$ cat src/rtl/seven_seg_scan_ctrl.sv
// Time-multiplexed driver for a 4-digit seven-segment display.
// Loads are double-buffered and applied only at frame boundaries to avoid tearing.
module seven_seg_scan_ctrl #(
    parameter int REFRESH_DIV  = 50000,
    parameter int GUARD_CYCLES = 2
) (
    input  logic        clk,
    input  logic        rst_n,
    input  logic        enable,
    input  logic        blank_zeros,
    input  logic        load_valid,
    input  logic [15:0] load_data,
    output logic        load_ready,
    output logic [3:0]  numeral_bit,
    output logic [3:0]  digit_en_n,
    output logic        digit_blank,
    output logic        frame_done
);

    localparam int CW = (REFRESH_DIV > 1) ? $clog2(REFRESH_DIV) : 1;
    localparam int GW = $clog2(GUARD_CYCLES + 1);
    localparam logic [CW-1:0] CNT_LAST   = CW'(REFRESH_DIV - 1);
    localparam logic [GW-1:0] GUARD_LAST = GW'(GUARD_CYCLES - 1);

    typedef enum logic [1:0] {
        IDLE  = 2'd0,
        SCAN  = 2'd1,
        GUARD = 2'd2
    } state_t;

    state_t          state_q, state_d;
    logic [1:0]      idx_q, idx_d;
    logic [CW-1:0]   cnt_q, cnt_d;
    logic [GW-1:0]   gcnt_q, gcnt_d;
    logic [15:0]     display_q, display_d;
    logic [15:0]     pending_q, pending_d;
    logic            full_q, full_d;

    logic [3:0]      numeral_d;
    logic [3:0]      digit_en_n_d;
    logic            digit_blank_d;
    logic            frame_done_d;
    logic            accept;
    logic            boundary;
    logic [3:1]      zero_from;
    logic [3:0]      nibble;
    logic            blanked;

    // Handshake: a transfer happens on a rising edge where load_valid and
    // load_ready are both high; load_ready is the registered inverse of full.
    assign accept   = load_valid && load_ready;
    assign boundary = frame_done;

    always_comb begin
        state_d = state_q;
        idx_d   = idx_q;
        cnt_d   = cnt_q;
        gcnt_d  = gcnt_q;
        case (state_q)
            IDLE: begin
                idx_d  = 2'd0;
                cnt_d  = '0;
                gcnt_d = '0;
                if (enable) state_d = SCAN;
            end
            SCAN: begin
                if (cnt_q == CNT_LAST) begin
                    cnt_d   = '0;
                    gcnt_d  = '0;
                    state_d = GUARD;
                end else begin
                    cnt_d = cnt_q + CW'(1);
                end
            end
            GUARD: begin
                if (gcnt_q == GUARD_LAST) begin
                    gcnt_d  = '0;
                    idx_d   = idx_q + 2'd1;
                    state_d = SCAN;
                end else begin
                    gcnt_d = gcnt_q + GW'(1);
                end
            end
            default: begin
                state_d = IDLE;
                idx_d   = 2'd0;
                cnt_d   = '0;
                gcnt_d  = '0;
            end
        endcase
        if (!enable) begin
            state_d = IDLE;
            idx_d   = 2'd0;
            cnt_d   = '0;
            gcnt_d  = '0;
        end
    end

    // Pending and display never change together except at the boundary swap.
    always_comb begin
        display_d = display_q;
        pending_d = pending_q;
        full_d    = full_q;
        if (boundary && full_q) begin
            display_d = pending_q;
            full_d    = 1'b0;
        end
        if (accept) begin
            pending_d = load_data;
            full_d    = 1'b1;
        end
    end

    // Outputs are computed from next state so the registered copies line up
    // with the state they describe.
    always_comb begin
        zero_from[3] = (display_d[15:12] == 4'h0);
        zero_from[2] = zero_from[3] && (display_d[11:8] == 4'h0);
        zero_from[1] = zero_from[2] && (display_d[7:4] == 4'h0);
        case (idx_d)
            2'd0:    nibble = display_d[3:0];
            2'd1:    nibble = display_d[7:4];
            2'd2:    nibble = display_d[11:8];
            default: nibble = display_d[15:12];
        endcase
        blanked = 1'b0;
        if (blank_zeros && (idx_d != 2'd0)) blanked = zero_from[idx_d];

        numeral_d     = 4'h0;
        digit_en_n_d  = 4'hF;
        digit_blank_d = 1'b1;
        if ((state_d == SCAN) && !blanked) begin
            numeral_d     = nibble;
            digit_en_n_d  = ~(4'b0001 << idx_d);
            digit_blank_d = 1'b0;
        end
        frame_done_d = (state_d == GUARD) && (idx_d == 2'd3) && (gcnt_d == GUARD_LAST);
    end

    always_ff @(posedge clk or negedge rst_n) begin
        if (!rst_n) begin
            state_q     <= IDLE;
            idx_q       <= 2'd0;
            cnt_q       <= '0;
            gcnt_q      <= '0;
            display_q   <= 16'h0000;
            pending_q   <= 16'h0000;
            full_q      <= 1'b0;
            load_ready  <= 1'b1;
            numeral_bit <= 4'h0;
            digit_en_n  <= 4'hF;
            digit_blank <= 1'b1;
            frame_done  <= 1'b0;
        end else begin
            state_q     <= state_d;
            idx_q       <= idx_d;
            cnt_q       <= cnt_d;
            gcnt_q      <= gcnt_d;
            display_q   <= display_d;
            pending_q   <= pending_d;
            full_q      <= full_d;
            load_ready  <= ~full_d;
            numeral_bit <= numeral_d;
            digit_en_n  <= digit_en_n_d;
            digit_blank <= digit_blank_d;
            frame_done  <= frame_done_d;
        end
    end

endmodule
$ cat config.mk
export PLATFORM = sky130hd
export DESIGN_NAME = seven_seg_scan_ctrl
export DESIGN_NICKNAME = d
export VERILOG_FILES = /design/src/rtl/seven_seg_scan_ctrl.sv
export SDC_FILE = /design/constraint.sdc
export NUM_CORES = 1
export LEC_CHECK = 0
export ABC_CLOCK_PERIOD_IN_PS = 2900
export BUFFER_PORTS_ARGS = -buffer_cell sky130_fd_sc_hd__buf_2
export CAP_MARGIN = 0
export CORE_MARGIN = 4
export CORE_UTILIZATION = 40
export CTS_BUF_LIST = sky130_fd_sc_hd__clkbuf_2 sky130_fd_sc_hd__clkbuf_4 sky130_fd_sc_hd__clkbuf_8
export DETAILED_ROUTE_END_ITERATION = 10
export PLACE_DENSITY = 0.61
export SLEW_MARGIN = 0
export SYNTH_ARGS = -nofsm -noshare
export SYNTH_HDL_FRONTEND = slang
export SYNTH_SLANG_ARGS = --single-unit
$ cat constraint.sdc
create_clock -name clk -period 2.9 [get_ports clk]
set_input_delay 0.145 -clock clk [delete_from_list [all_inputs] [get_ports clk]]
set_output_delay 0.145 -clock clk [all_outputs]
set_load 0.02 [all_outputs]
==> flow_summary.json, run 1 <==
{
  "critical_path.endpoint_type": "flip-flop",
  "overall_power_consumption_mw": 1.857,
  "fill_cells": 705,
  "antenna_cells": 0,
  "timing.final.crit_period_ns": 2.427,
  "postSynthCellCount": 259,
  "most_used_cells_in_the_layout_excluding_fill_and_tap_cells": "60 x sky130_fd_sc_hd__dfrtp_1, 31 x sky130_fd_sc_hd__buf_2, 28 x sky130_fd_sc_hd__mux2_2",
  "pre_cts_ws_ns": 0.5093,
  "dp_hpwl_um": 4241,
  "cts-root-to-sink-buffers": 2,
  "synth_seq_cells": 66,
  "synthesis.nets": 285,
  "antenna_found_initial": 0,
  "post-cts-setup-buffers": 0,
  "grt_pass1_wl_um": 9825,
  "synth_top_cells_by_area": "sky130_fd_sc_hd__dfrtp_1 50%, sky130_fd_sc_hd__mux2_2 10%, sky130_fd_sc_hd__dfstp_2 5.2%",
  "routed_wl_um": 5821,
  "crit_path_max_fanout": 9,
  "worst_slew_margin_rel_pct": 51.94,
  "rsz0062_at_grt": "false",
  "clock_tree_from_tritoncts": "built",
  "route.antenna.remaining_nets": 0,
  "finalWeightedCongestion": 0.7827,
  "dieHeight_um": 95.08,
  "cts_repair_resize_count": 0,
  "ys_seq_area_share_pct": 54.70,
  "status": "finished clean",
  "clk_latency_worst_skew_pair_ns": 0.34,
  "finalHoldWorstSlack_ns": 0.02508,
  "drt_drc_violations_left": 0,
  "hold_viol": 0,
  "layout.cells.most_common": "sky130_fd_sc_hd__dfrtp_1",
  "postSynth.asyncResetShare_pct": 100.0,
  "gr-total-overflow": 0,
  "ys_warn_count": 0,
  "route.detailed.wl_per_inst_um": 14.59,
  "area_delta_synth_final_pct": 15.68,
  "grt_util_all_layers_pct": 14.55,
  "die_width_um": 95.08,
  "first_iter_violations": 88,
  "timing.final.setup_violations": 0,
  "cts.htree.levels": 3,
  "cts_inserted_buffers": 9,
  "synthesis.area_mm2": 0.003033,
  "minimum_setup_slack_in_the_final_design_ns": 0.4726,
  "ioPinCount": 32,
  "drv_cap": 0,
  "critical_path.startpoint_type": "flip-flop",
  "hp-class": "in2reg",
  "layout-drive-gt1-share_pct": 30.33,
  "tritoncts_num_sinks": 66,
  "number_of_flops_mapped_to_enable_cells_by_yosys": 0,
  "ys_dominant_reg_cell": "sky130_fd_sc_hd__dfrtp_1",
  "initial_utilization_pct": 41.59,
  "synthesis.area_per_instance_um2": 11.71,
  "irDropWorstVdd_mv": 0.2432,
  "post-place-cells": 383,
  "first_global_vias": 2012,
  "fmax_ghz": 0.4120,
  "count_of_input_and_output_buffers": 31,
  "core_footprint_mm2": 0.007292,
  "fin_nets": 322,
  "setup.worst_path.class": "reg2reg",
  "dieArea_mm2": 0.009039,
  "detail_route.first_pass.iterations": 4,
  "detail_route.vias_per_cell": 5.025,
  "hold_buffers": 1,
  "clkTransAtPathRegs_ns": 0.07,
  "timing_worst_slew_pin_value_ns": 0.7192,
  "wp_data_arrival_ns": 2.70,
  "worst_clock_skew_ns": 0.01142,
  "synth_top_area_cell": "sky130_fd_sc_hd__dfrtp_1",
  "min_period_over_period_pct": 83.70,
  "synth_cell_types": 51,
  "synth.top_cell.area_share_pct": 49.50,
  "dr_total_vias": 2005,
  "clock_tree.root_cell": "sky130_fd_sc_hd__clkbuf_8",
  "power_density_over_the_cells_mw_per_mm2": 529.4,
  "setup-tns-final_ns": 0,
  "layoutNonFillerInstCount": 399,
  "timing.critical_path.required_ns": 3.18,
  "fp_rows": 31,
  "finalMaxSlewViolations": 0,
  "total_leakage_power_nw": 1.719,
  "grt_max_degree": 45
}
[state kept, by name, indices dropped and copies added (netlist names)]
register / flops
full_q: 1
idx_q: 2
state_q: 2
numeral_bit: 4
cnt_q: 16
display_q: 16
frame_done: 1
gcnt_q: 2
digit_blank: 1
digit_en_n: 4
load_ready: 1
pending_q: 16
[power by group]
group | total, mW | switching, mW | internal [mW]
Sequential | 0.930 | 0.00334 | 0.927
Clock | 0.853 | 0.340 | 0.514
Combinational | 0.0738 | 0.0479 | 0.0259
Total | 1.86 | 0.391 | 1.47
[Yosys cell counts, types with 2 or more instances]
master                      count
sky130_fd_sc_hd__nor4_1         5
sky130_fd_sc_hd__or3_1          5
sky130_fd_sc_hd__clkbuf_1       4
sky130_fd_sc_hd__and3_1         2
sky130_fd_sc_hd__nand2_1       20
sky130_fd_sc_hd__a211oi_1       3
sky130_fd_sc_hd__ha_1           5
sky130_fd_sc_hd__o22ai_1        4
sky130_fd_sc_hd__dfrtp_1       60
sky130_fd_sc_hd__nor3b_1        2
sky130_fd_sc_hd__nor2_1        17
sky130_fd_sc_hd__xor2_1         6
sky130_fd_sc_hd__a21boi_0       5
sky130_fd_sc_hd__dfstp_2        6
sky130_fd_sc_hd__nand2b_1       5
sky130_fd_sc_hd__mux2_2        28
sky130_fd_sc_hd__xnor2_1        4
sky130_fd_sc_hd__inv_1         11
sky130_fd_sc_hd__nand3_1        7
sky130_fd_sc_hd__o21ai_0        5
sky130_fd_sc_hd__o2bb2ai_1      3
sky130_fd_sc_hd__mux2i_1       10
sky130_fd_sc_hd__nand4_1        4
sky130_fd_sc_hd__a2bb2oi_1      2
sky130_fd_sc_hd__a21oi_1        8
sky130_fd_sc_hd__nor3_1         3
[per-stage QoR]
stage               utilization, %  cell area [um2]
floorplan                        -             3033
global placement             44.94             3277
detailed placement           44.94             3277
CTS                          48.11             3508
global route                 48.11             3508
finish                       48.11             3508
[cell families after synthesis]
logic type      synth area share (%)
flops                          54.70
compound gates                 8.622
buf+inv                        3.011
fa+ha+maj                      2.063
simple gates                   15.02
mux                            13.70
xor+xnor                       2.888
[worst max-delay path, stage by stage, from the launching register on]
cell and delay [ns]:
sky130_fd_sc_hd__dfrtp_1 0.42, sky130_fd_sc_hd__inv_1 0.10, sky130_fd_sc_hd__ha_1 0.30, sky130_fd_sc_hd__and2_1 0.32, sky130_fd_sc_hd__nand3_1 0.10, sky130_fd_sc_hd__or4_2 0.57, sky130_fd_sc_hd__o211ai_2 0.37, sky130_fd_sc_hd__or3_1 0.18
[layout make-up]
cell class	instances	area (um2)	share of cell area, %
Sequential cell	66	1659	47.29
Multi-Input combinational cell	174	1282	36.55
Timing Repair Buffer	34	180.2	5.136
Clock buffer	11	145.1	4.137
Tap cell	99	123.9	3.531
Clock inverter	4	76.32	2.175
Inverter	11	41.29	1.177
[path summary, 6_finish.rpt]
path	start	to	slack (ns)	cells after the start
max	state_q[0]	digit_en_n[1]	0.47	7
min	load_data[3]	pending_q[3]	0.03	2
max reg2reg	state_q[0]	digit_en_n[1]	0.47	7
min reg2reg	pending_q[3]	pending_q[3]	0.51	1
max in group asynchronous	rst_n	digit_en_n[1]	1.67	3
min in group asynchronous	rst_n	pending_q[3]	0.30	2
[per-layer routing]
layer	wire (um)	part of all wire, %	GRT usage [%]	vias to the layer above
li1	-	-	-	1001
met1	2833	49	19.29	970
met2	2681	46	21.81	25
met3	207	3.6	4.262	9
met4	99	1.7	6.971	0
met5	0	0	0	-
Note: power is estimated with default switching activity, not from simulation.
==> inputs of run 2 (changes only) <==
- ABC_CLOCK_PERIOD_IN_PS: 2900 -> 2500
- clock period: 2.9 -> 2.5 ns (I/O delays scaled with it)
==> flow_summary.json, run 2 (synthesis results as in run 1) <==
{
  "finalMaxSlewViolations": 0,
  "first_global_vias": 2185,
  "finalWeightedCongestion": 0.7651,
  "netSwitchingPower_uw": 502.0,
  "power_density_over_the_cells_mw_per_mm2": 602.8,
  "die_width_um": 95.08,
  "hold_viol": 0,
  "whs_endpoint": "pending_q[1]",
  "cts_inserted_buffers": 9,
  "power.share.clock_pct": 46.0,
  "ioPinCount": 32,
  "wp_data_arrival_ns": 2.62,
  "clk_latency_worst_skew_pair_ns": 0.35,
  "p_seq_share_pct": 49.2,
  "critical_path.reg2reg.startpoint": "cnt_q[10]",
  "internal_power_mw": 1.688,
  "power.combinational.fraction_pct": 4.8,
  "gr-total-overflow": 0,
  "detail_route.vias_per_cell": 5.080,
  "route.detailed.wl_per_inst_um": 14.52,
  "rsz0062_at_grt": "false",
  "clock_tree.root_cell": "sky130_fd_sc_hd__clkbuf_8",
  "top_regs": "cnt_q: 16 flops, display_q: 16 flops, pending_q: 16 flops",
  "dr_total_vias": 2093,
  "critical_path.startpoint_type": "flip-flop",
  "most_used_cells_in_the_layout_excluding_fill_and_tap_cells": "60 x sky130_fd_sc_hd__dfrtp_1, 31 x sky130_fd_sc_hd__buf_2, 28 x sky130_fd_sc_hd__mux2_2",
  "timing.critical_path.required_ns": 2.78,
  "setup-tns-final_ns": 0,
  "dp_hpwl_um": 4195,
  "drt_drc_violations_left": 0,
  "routed_wl_um": 5984,
  "clock_tree_from_tritoncts": "built",
  "cts-root-to-sink-buffers": 2,
  "fin_nets": 334,
  "setup.reg_to_reg.worst_slack_ns": 0.16,
  "count_of_input_and_output_buffers": 31,
  "layoutNonFillerInstCount": 412,
  "hp-class": "in2reg",
  "fmax_ghz": 0.4272,
  "grt_pass1_wl_um": 10430,
  "drv_cap": 0,
  "layout-drive-gt1-share_pct": 30.67,
  "total_leakage_power_nw": 1.782,
  "timing.final.crit_period_ns": 2.341,
  "worst_slew_margin_rel_pct": 53.35,
  "grt_max_degree": 67,
  "setup.worst_path.class": "reg2reg",
  "grt_util_all_layers_pct": 15.10,
  "initial_utilization_pct": 41.59,
  "timing.final.setup_violations": 0,
  "dieHeight_um": 95.08,
  "critical_path.endpoint_type": "flip-flop",
  "tritoncts_num_sinks": 66,
  "core_footprint_mm2": 0.007292,
  "worst_r2r_path_depth": 6,
  "switching_share_pct": 22.92,
  "first_iter_violations": 88,
  "worst_clock_skew_ns": 0.01177,
  "post-cts-setup-buffers": 0,
  "antenna_found_initial": 0,
  "hold_path_depth": 2,
  "timing_worst_slew_pin_value_ns": 0.6981,
  "clkTransAtPathRegs_ns": 0.08,
  "layout.cells.most_common": "sky130_fd_sc_hd__dfrtp_1",
  "irDropWorstVdd_mv": 0.2104,
  "crit_path_max_fanout": 9,
  "antenna_cells": 0,
  "cts.htree.levels": 3,
  "timing.hold.worst.start": "load_data[1]",
  "detail_route.first_pass.iterations": 4,
  "min_period_over_period_pct": 93.62,
  "fp_rows": 31,
  "route.antenna.remaining_nets": 0,
  "dieArea_mm2": 0.009039,
  "regToRegEndpoint": "digit_en_n[3]",
  "area_delta_synth_final_pct": 19.80,
  "status": "finished clean",
  "post-place-cells": 387
}
==> run 2: changes by cell type in the layout (fill, tap and decap cells not counted) <==
| cell | before | now |
|---|---|---|
| sky130_fd_sc_hd__dlygate4sd3_1 | 1 | 9 |
| sky130_fd_sc_hd__buf_4 | 2 | 5 |
| sky130_fd_sc_hd__inv_6 | 0 | 2 |
| sky130_fd_sc_hd__buf_12 | 0 | 1 |
| sky130_fd_sc_hd__clkbuf_4 | 1 | 0 |
| sky130_fd_sc_hd__clkbuf_8 | 10 | 9 |
| sky130_fd_sc_hd__clkinv_2 | 0 | 1 |
| sky130_fd_sc_hd__clkinv_4 | 1 | 2 |
| sky130_fd_sc_hd__clkinvlp_4 | 1 | 0 |
==> run 2: critical path: stages (launching register included) <==
cell and delay [ns]:
sky130_fd_sc_hd__dfrtp_1 0.41, sky130_fd_sc_hd__or4_1 0.52, sky130_fd_sc_hd__or4_4 0.59, sky130_fd_sc_hd__a311oi_2 0.33, sky130_fd_sc_hd__nor2_2 0.09, sky130_fd_sc_hd__o211ai_2 0.17, sky130_fd_sc_hd__or3_1 0.17
==> run 2: worst max path at each step <==
stage	startpoint	endpoint	slack (ns)	cells after the start
3_3_place_gp	cnt_q[4]	numeral_bit[3]	0.19	6
5_1_grt	cnt_q[11]	numeral_bit[2]	0.03	6
4_1_cts	cnt_q[4]	digit_en_n[1]	0.15	6
2_1_floorplan	cnt_q[11]	frame_done	0.29	5
3_5_place_dp	cnt_q[4]	numeral_bit[2]	0.16	6
6_report	cnt_q[10]	digit_en_n[3]	0.16	6
==> run 2: repair_timing <==
| action | 4_1_cts | 5_1_grt |
|---|---|---|
| resized for setup | 0 | 0 |
| hold buffers | 9 | 0 |
| setup endpoints to repair | 0 | 0 |
| hold endpoints to repair | 68 | 0 |
==> run 2: cell type report <==
type,instances,area [um2]
timing repair buffer,46,302.8
clock buffer,9,123.9
tap,99,123.9
clock inverter,7,100.1
inverter,11,41.29
multi-input combinational,174,1282
fill,715,3659
sequential,66,1659
==> run 2: routing by layer <==
metal  part of all wire, %  track usage [%]
met5                     0                0
met4                   1.8            7.572
met3                   4.2            3.236
met2                    47            24.08
met1                    47            19.39
==> run 2: power by group through the flow <==
stage | Sequential, mW | Clock, mW | Combinational (mW)
3_3_place_gp | 1.10 | 0 | 0.0945
3_5_place_dp | 1.10 | 0 | 0.0953
6_report | 1.08 | 1.01 | 0.104
2_1_floorplan | 1.10 | 0 | 0.0410
5_1_grt | 1.08 | 1.08 | 0.120
4_1_cts | 1.08 | 1.04 | 0.106
==> run 2: metrics by stage <==
stage	hold slack [ns]	setup slack, ns	utilization (%)	power, mW	area [um2]
2_1_floorplan	-0.1706	0.2893	-	1.143	3033
3_3_place_gp	0.1713	0.1870	45.52	1.193	3319
3_5_place_dp	0.1694	0.1615	45.52	1.194	3319
4_1_cts	0.0002433	0.1511	49.83	2.220	3633
5_1_grt	0.001432	0.03395	49.83	2.280	3633
6_report	0.009373	0.1594	49.83	2.190	3633
